**src/rtl/uart_rx_cfg.sv**
```systemverilog
// Oversampling UART receiver: 2-flop synchroniser, 3-sample majority vote, false-start
// rejection, runtime parity/stop-bit selection, parity/framing/break reporting.
module uart_rx_cfg #(
    parameter int DBITS      = 8,   // 5..9
    parameter int OVERSAMPLE = 16   // even, 8..32
) (
    input  logic             clk,
    input  logic             reset,
    input  logic             rx,
    input  logic             s_tick,
    input  logic [1:0]       cfg_parity,
    input  logic             cfg_stop2,
    output logic [DBITS-1:0] rx_dout,
    output logic             rx_done_tick,
    output logic             parity_err,
    output logic             frame_err,
    output logic             break_det
);

    localparam int SW = $clog2(OVERSAMPLE);
    localparam int NW = $clog2(DBITS);

    localparam logic [SW-1:0] S_LO   = SW'(OVERSAMPLE / 2 - 1);
    localparam logic [SW-1:0] S_MID  = SW'(OVERSAMPLE / 2);
    localparam logic [SW-1:0] S_HI   = SW'(OVERSAMPLE / 2 + 1);
    localparam logic [SW-1:0] S_LAST = SW'(OVERSAMPLE - 1);
    localparam logic [NW-1:0] N_LAST = NW'(DBITS - 1);

    typedef enum logic [2:0] {
        IDLE,
        START,
        DATA,
        PARITY,
        STOP,
        BREAK_WAIT
    } state_t;

    state_t           state;
    logic             rx_meta;
    logic             rxs;
    logic             rxs_d;
    logic [SW-1:0]    s;
    logic [NW-1:0]    n;
    logic [DBITS-1:0] shreg;
    logic [1:0]       smp;
    logic             par_en;
    logic             par_odd;
    logic             stop2;
    logic             stop_first;
    logic             par_bit;
    logic             pe_pend;
    logic             fe_pend;

    logic             vote;
    logic             at_hi;
    logic             at_last;
    logic             brk;
    logic [SW-1:0]    s_next;

    // Third sample is the live rxs on the H+1 tick, so the vote is ready on that same cycle.
    assign vote    = (smp[0] & smp[1]) | (smp[0] & rxs) | (smp[1] & rxs);
    assign at_hi   = (s == S_HI);
    assign at_last = (s == S_LAST);
    assign s_next  = at_last ? '0 : s + 1'b1;
    // par_bit stays 0 when parity is disabled, so an absent parity bit counts as low.
    assign brk     = (shreg == '0) && !par_bit && !vote;

    always_ff @(posedge clk) begin
        if (reset) begin
            rx_meta      <= 1'b1;
            rxs          <= 1'b1;
            rxs_d        <= 1'b1;
            state        <= IDLE;
            s            <= '0;
            n            <= '0;
            shreg        <= '0;
            smp          <= '0;
            par_en       <= 1'b0;
            par_odd      <= 1'b0;
            stop2        <= 1'b0;
            stop_first   <= 1'b0;
            par_bit      <= 1'b0;
            pe_pend      <= 1'b0;
            fe_pend      <= 1'b0;
            rx_dout      <= '0;
            rx_done_tick <= 1'b0;
            parity_err   <= 1'b0;
            frame_err    <= 1'b0;
            break_det    <= 1'b0;
        end else begin
            rx_meta      <= rx;
            rxs          <= rx_meta;
            rxs_d        <= rxs;
            rx_done_tick <= 1'b0;

            if (s_tick) begin
                if (s == S_LO)  smp[0] <= rxs;
                if (s == S_MID) smp[1] <= rxs;
            end

            case (state)
                IDLE: begin
                    if (rxs_d && !rxs) begin
                        state   <= START;
                        s       <= '0;
                        par_en  <= (cfg_parity == 2'b01) || (cfg_parity == 2'b10);
                        par_odd <= (cfg_parity == 2'b10);
                        stop2   <= cfg_stop2;
                        par_bit <= 1'b0;
                        pe_pend <= 1'b0;
                        fe_pend <= 1'b0;
                    end
                end

                START: begin
                    if (s_tick) begin
                        if (at_hi && vote) begin
                            state <= IDLE;
                            s     <= '0;
                        end else if (at_last) begin
                            s     <= '0;
                            n     <= '0;
                            state <= DATA;
                        end else begin
                            s <= s_next;
                        end
                    end
                end

                DATA: begin
                    if (s_tick) begin
                        if (at_hi)
                            shreg <= {vote, shreg[DBITS-1:1]};
                        if (at_last) begin
                            s <= '0;
                            if (n == N_LAST) begin
                                n          <= '0;
                                stop_first <= stop2;
                                state      <= par_en ? PARITY : STOP;
                            end else begin
                                n <= n + 1'b1;
                            end
                        end else begin
                            s <= s_next;
                        end
                    end
                end

                PARITY: begin
                    if (s_tick) begin
                        if (at_hi) begin
                            par_bit <= vote;
                            pe_pend <= (^shreg) ^ par_odd ^ vote;
                        end
                        if (at_last) begin
                            s     <= '0;
                            state <= STOP;
                        end else begin
                            s <= s_next;
                        end
                    end
                end

                STOP: begin
                    if (s_tick) begin
                        if (stop_first) begin
                            if (at_hi && !vote)
                                fe_pend <= 1'b1;
                            if (at_last) begin
                                s          <= '0;
                                stop_first <= 1'b0;
                            end else begin
                                s <= s_next;
                            end
                        end else if (at_hi) begin
                            // Decide mid-bit so a start edge right after a short stop bit is caught.
                            s          <= '0;
                            rx_dout    <= shreg;
                            parity_err <= pe_pend;
                            frame_err  <= fe_pend | ~vote;
                            if (brk) begin
                                break_det <= 1'b1;
                                state     <= BREAK_WAIT;
                            end else begin
                                break_det    <= 1'b0;
                                rx_done_tick <= 1'b1;
                                state        <= IDLE;
                            end
                        end else begin
                            s <= s_next;
                        end
                    end
                end

                BREAK_WAIT: begin
                    if (rxs)
                        state <= IDLE;
                end

                default: state <= IDLE;
            endcase
        end
    end

endmodule

```
**config.mk**
```make
export PLATFORM = sky130hd
export DESIGN_NAME = uart_rx_cfg
export DESIGN_NICKNAME = d
export VERILOG_FILES = /design/src/rtl/uart_rx_cfg.sv
export SDC_FILE = /design/constraint.sdc
export NUM_CORES = 1
export LEC_CHECK = 0
export CAP_MARGIN = 10
export CORE_MARGIN = 1.5
export CORE_UTILIZATION = 38
export CTS_BUF_LIST = sky130_fd_sc_hd__clkbuf_2 sky130_fd_sc_hd__clkbuf_4 sky130_fd_sc_hd__clkbuf_8
export CTS_CLUSTER_DIAMETER = 120
export DETAILED_ROUTE_END_ITERATION = 10
export HOLD_SLACK_MARGIN = 0.1
export PLACE_DENSITY = 0.6
export SLEW_MARGIN = 20
export SYNTH_ARGS = -nofsm -noshare
export SYNTH_HDL_FRONTEND = slang
export SYNTH_SLANG_ARGS = --single-unit
```
**constraint.sdc**
```tcl
create_clock -name clk -period 1.9 [get_ports clk]
set_input_delay 0.38 -clock clk [delete_from_list [all_inputs] [get_ports clk]]
set_output_delay 0.38 -clock clk [all_outputs]
set_load 0.01 [all_outputs]
```
After elaboration in Yosys (flattened, before gate mapping)
Index checks and enable logic that the tools add are counted.
Word-level totals
  word-level logic and storage cells: 149
  register bits after elaboration: 42
Cells by class
  muxes and demuxes: 53
  bitwise gates (word level): 13
  equality and inequality tests: 30
  add/sub/neg operators: 2
  reductions and logical operators: 30
Operators with widths (number)
  $mux W3: 21
  $mux W4: 9
  $ne A2 B2 Y1 const B: 16
  $pmux W3 S6: 1
  $mux W1: 16
  $pmux W4 S4: 1
  $reduce_and A5 Y1: 3
  $eq A4 B4 Y1 const B: 3
  $reduce_and A12 Y1: 1
  $eq A3 B3 Y1 const B: 3
  $logic_not A8 Y1: 1
  $pmux W1 S2: 4
  $reduce_and A4 Y1: 2
  $reduce_bool A2 Y1: 4
  $reduce_xor A8 Y1: 1
  $eq A3 B2 Y1 const B: 2
  $pmux W3 S2: 1
  $reduce_and A2 Y1: 3
  $reduce_and A6 Y1: 1
  $logic_and A1 B1 Y1: 5
  $not A1 Y1: 5
  $reduce_or A5 Y1: 1
  $add A4 B1 Y4 const B: 1
  $eq A4 B3 Y1 const B: 1
  15 further kinds: 22

Longest topological paths before layout
  word-level depth: 10
  gate-level depth with buffers: 8
  depth with buffers taken out: 7

Worst setup path before layout
Ideal clock, no wire load.
  path type: register -> register
  start point: reg s[0]
  end point: reg state[2]
  data arrival time: 1.837 ns
  path slack: -0.054 ns
  required time: 1.784 ns
  buffers on the path: 0
  period minus slack after synthesis: 1.954 ns
  cell stages (with the launch flop): 7
  cell sequence: dfxtp_1 -> ha_1 -> and3_1 -> nor2_1 -> or3b_1 -> or4_1 -> o211a_1
On the way
  longest elaborated chain between the ends: 5
  elaborated cells on any way between the ends: 11
RTL lines
  start, declared: RTL line 42  | logic [SW-1:0] s;
  start signal, assigned: RTL line 125  | s <= s_next;
  start signal, assigned: RTL line 144  | s <= s_next;
  start signal, assigned: RTL line 159  | s <= s_next;
  $eq A4 B4 Y1: RTL line 62  | assign at_hi = (s == S_HI);
  $logic_and A1 B1 Y1: RTL line 117  | if (at_hi && vote) begin
  $mux W3: RTL line 117
  $mux W3: RTL line 116  | if (s_tick) begin
  $pmux W3 S6: RTL line 101  | case (state)
  end signal, assigned: RTL line 139  | state <= par_en ? PARITY : STOP;
  end, declared: RTL line 38  | state_t state;
Parallel ways exist; a longest one is shown, timed or not. The select of a mux whose other input is x is not followed.
A chain may end at the register's enable or synchronous reset.

Final worst setup path
  start point: reg state[1]
  end point: reg state[2]
On the way
  longest elaborated chain between the ends: 3
  elaborated cells on any way between the ends: 20
RTL lines (RTL line)
  $eq A3 B1 Y1, or another cell as far along: 101
  $ne A3 B3 Y1 (no source line) or $ne A2 B2 Y1 (tied branches)
  $reduce_and A12 Y1 (no source line)
Parallel ways exist; a longest one is shown, timed or not.

==> results.yml <==
clocking:
  cts_made_buffers: 5
  cts_tree: "yes"
  postCtsHoldBufs: 0
  clkLatencyLatePin_ns: 0.30
  cts_buffer_depth: 2
  h-tree-depth: 2
  cts-root-buf: "clkbuf_8"
  clk_pin_slew_worst_paths_ns: 0.09
  cts.sinks: 42
grt:
  grt_pass1_wl_um: 8300
  gr-total-overflow: 0
  first_global_vias: 1735
  grt_max_degree: 15
  globalRouteTotalUtil: 0.177
  antenna_found_initial: 0
yosys:
  synth_nets: 273
  synth-edff-count: 0
  ys_seq_elements: 42
  ys.flop_type: "dfxtp_1"
  syn_inst: 256
  yosysUniqueCellTypes: 46
  syn_area_um2: 2080
  yosys_warnings: 0
  yosysSeqAreaShare: 0.405
  synthArstFlopShare: 0
  avgSynthCellArea_um2: 8.12
setup_path:
  crit_slowest_cell: "or4b_4"
  startpoint_type: "flop"
  cp-end-kind: "flop"
  cp.depth: 5
  critPathMaxFanout: 7
  max_stage_delay_ns: 0.54
  critPathKind: "flop to flop"
  timing.rr.start: "state[1]$_SDFFE_PP0P_"
  cp_top_family: "simple AND/OR/NAND/NOR gates"
  reg2reg_depth: 5
  worstPathRequired_ns: 2.10
  cp-startpoint: "state[1]$_SDFFE_PP0P_"
  crit_path_end: "state[2]$_SDFFE_PP0P_"
  crit_arrival_ns: 2.10
  reg2reg_setup_slack_ns: -0.003
  path_buf_inv: 0
  crit_chain: "or4b_4 > a21oi_2 > nor2_1 > or4_1 > o211a_1"
  worstReg2RegEnd: "state[2]$_SDFFE_PP0P_"
detailed_routing:
  wl_per_cell_um: 12.7
  vias_per_cell: 4.96
  dr.pass1.iters: 4
  drcViolationCount: 0
  wl_um: 4830
  first_iter_violations: 104
  vias: 1886
  route.antenna.remaining_nets: 0
placed_design:
  dpl_worst_slack_ns: -0.0965
  port-buffer-count: 18
  gp_congestion: 0.840
  dpl_cell_area_um2: 2570
  place_hpwl_um: 3540
die:
  dieHeight_um: 77.0
  core-area_um2: 5200
  initial_core_util: 0.399
  die-area_um2: 5920
  rows: 26
  die_width_um: 77.0
  pin_count: 19
sta:
  rsz0062_at_grt: "true"
  hold_viol_final: 0
  period_minus_slack_ns: 1.90
  layout_setup_ws_ns: -0.00289
  setup_viol: 1
  clock_skew_ns: 0.00933
  period_share: 1.00
  max_clock_freq_mhz: 526
  holdWs_ns: 0.416
  slew_headroom: 0.721
  worst_pin_slew_ns: 0.417
  drv_slew: 0
status:
  violations: "negative setup slack"
  status: "complete, but fails checks"
job:
  maxCapViolCount: 0
final_layout:
  final_cell_mix: "43 x buf_4, 41 x nand2_1, 36 x dfxtp_1"
  seq_area_um2: 853
  fin_area_um2: 2760
  final_common_cell: "buf_4"
  multi_input_area_um2: 1150
  area_growth_pct: 33.0
  antennaDiodeCount: 0
  nNetsFinal: 326
  n_fill_cell: 515
  drive_gt1_frac: 0.242
pwr:
  leakage_uw: 0.00107
  irDropWorstVdd_v: 0.000448
  power_density_nw_per_um2: 789
worst_hold_path:
  holdCritPathClass: "flop to flop"
  holdPathStages: 1
## report_power, final
part / leakage (µW) / total [µW] / internal [µW] / switching [µW]
Sequential: 0.000342 / 944 / 909 / 34.7
Combinational: 0.000673 / 511 / 263 / 248
Clock: 0.0000585 / 726 / 394 / 332
Total: 0.00107 / 2180 / 1570 / 614
## synthesized netlist by cell type, drive strengths merged (5+ instances only)
cell	count	area (µm²)
dfxtp	42	841
nand2	42	158
a21oi	32	164
inv	16	60.1
nor2	16	60.1
ha	10	125
clkbuf	9	33.8
nand3	9	45.0
nor3	7	35.0
buf	6	41.3
mux2i	5	50.1
nor2b	5	31.3
or3	5	31.3
## worst register-to-register path: cells and delay by family, from the launching register on
| kind | cells | cell delay, ns |
|---|---|---|
| compound gates | 2 | 0.30 |
| simple gates | 3 | 1.12 |
| flops | 1 | 0.38 |
## metal layers
layer / vias up / wire, µm / track usage
met1: 858 / 2520 / 0.254
met4: 0 / 96 / 0.0741
met2: 33 / 2020 / 0.252
met5: - / 0 / 0
li1: 985 / - / -
met3: 10 / 202 / 0.0405
## state kept, by name, indices dropped and copies added (netlist names), 2 cells and up
register and cells:
n 3, rx_dout 8, s 4, shreg 8, smp 2, state 3
## stage by stage
step                std cells  power, µW  utilization  TNS (ns)
finish                    380       2180        0.531  -0.00289
global route              380       2300        0.531   -0.0244
CTS                       376       2160        0.516         0
detailed placement        368       1430        0.494    -0.848
global placement          368       1430        0.494    -0.496
floorplan                 256       1230            -         0
## worst min path at each step
stage                       startpoint        endpoint  slack [ns]
floorplan           rx_meta$_SDFF_PP1_  rxs$_SDFF_PP1_        0.39
global placement    rx_meta$_SDFF_PP1_  rxs$_SDFF_PP1_        0.39
detailed placement  rx_meta$_SDFF_PP1_  rxs$_SDFF_PP1_        0.40
CTS                 rx_meta$_SDFF_PP1_  rxs$_SDFF_PP1_        0.42
global route        rx_meta$_SDFF_PP1_  rxs$_SDFF_PP1_        0.46
finish              rx_meta$_SDFF_PP1_  rxs$_SDFF_PP1_        0.42
## logic make-up (layout without fill, tap and decap cells)
group | Yosys count | in the layout | share of synthesized area
compound gates | 50 | 50 | 0.146
xor+xnor | 5 | 5 | 0.0211
fa+ha+maj | 11 | 11 | 0.0656
buf+inv | 31 | 85 | 0.0650
flops | 42 | 42 | 0.405
mux | 5 | 5 | 0.0241
simple gates | 112 | 112 | 0.273
## area by class of cell
| cell class | count | area share |
|---|---|---|
| Inverter | 16 | 0.0217 |
| Timing Repair Buffer | 61 | 0.182 |
| Multi-Input combinational cell | 183 | 0.415 |
| Tap cell | 70 | 0.0317 |
| Sequential cell | 42 | 0.309 |
| Clock buffer | 5 | 0.0249 |
| Clock inverter | 3 | 0.0158 |
## repair_timing
item                       in CTS  in global routing
gates resized for setup         2                 15
setup endpoints to repair       1                  3
pin swaps                       0                  1
setup buffers                   0                  4
Power figures use the tool's default switching activity.
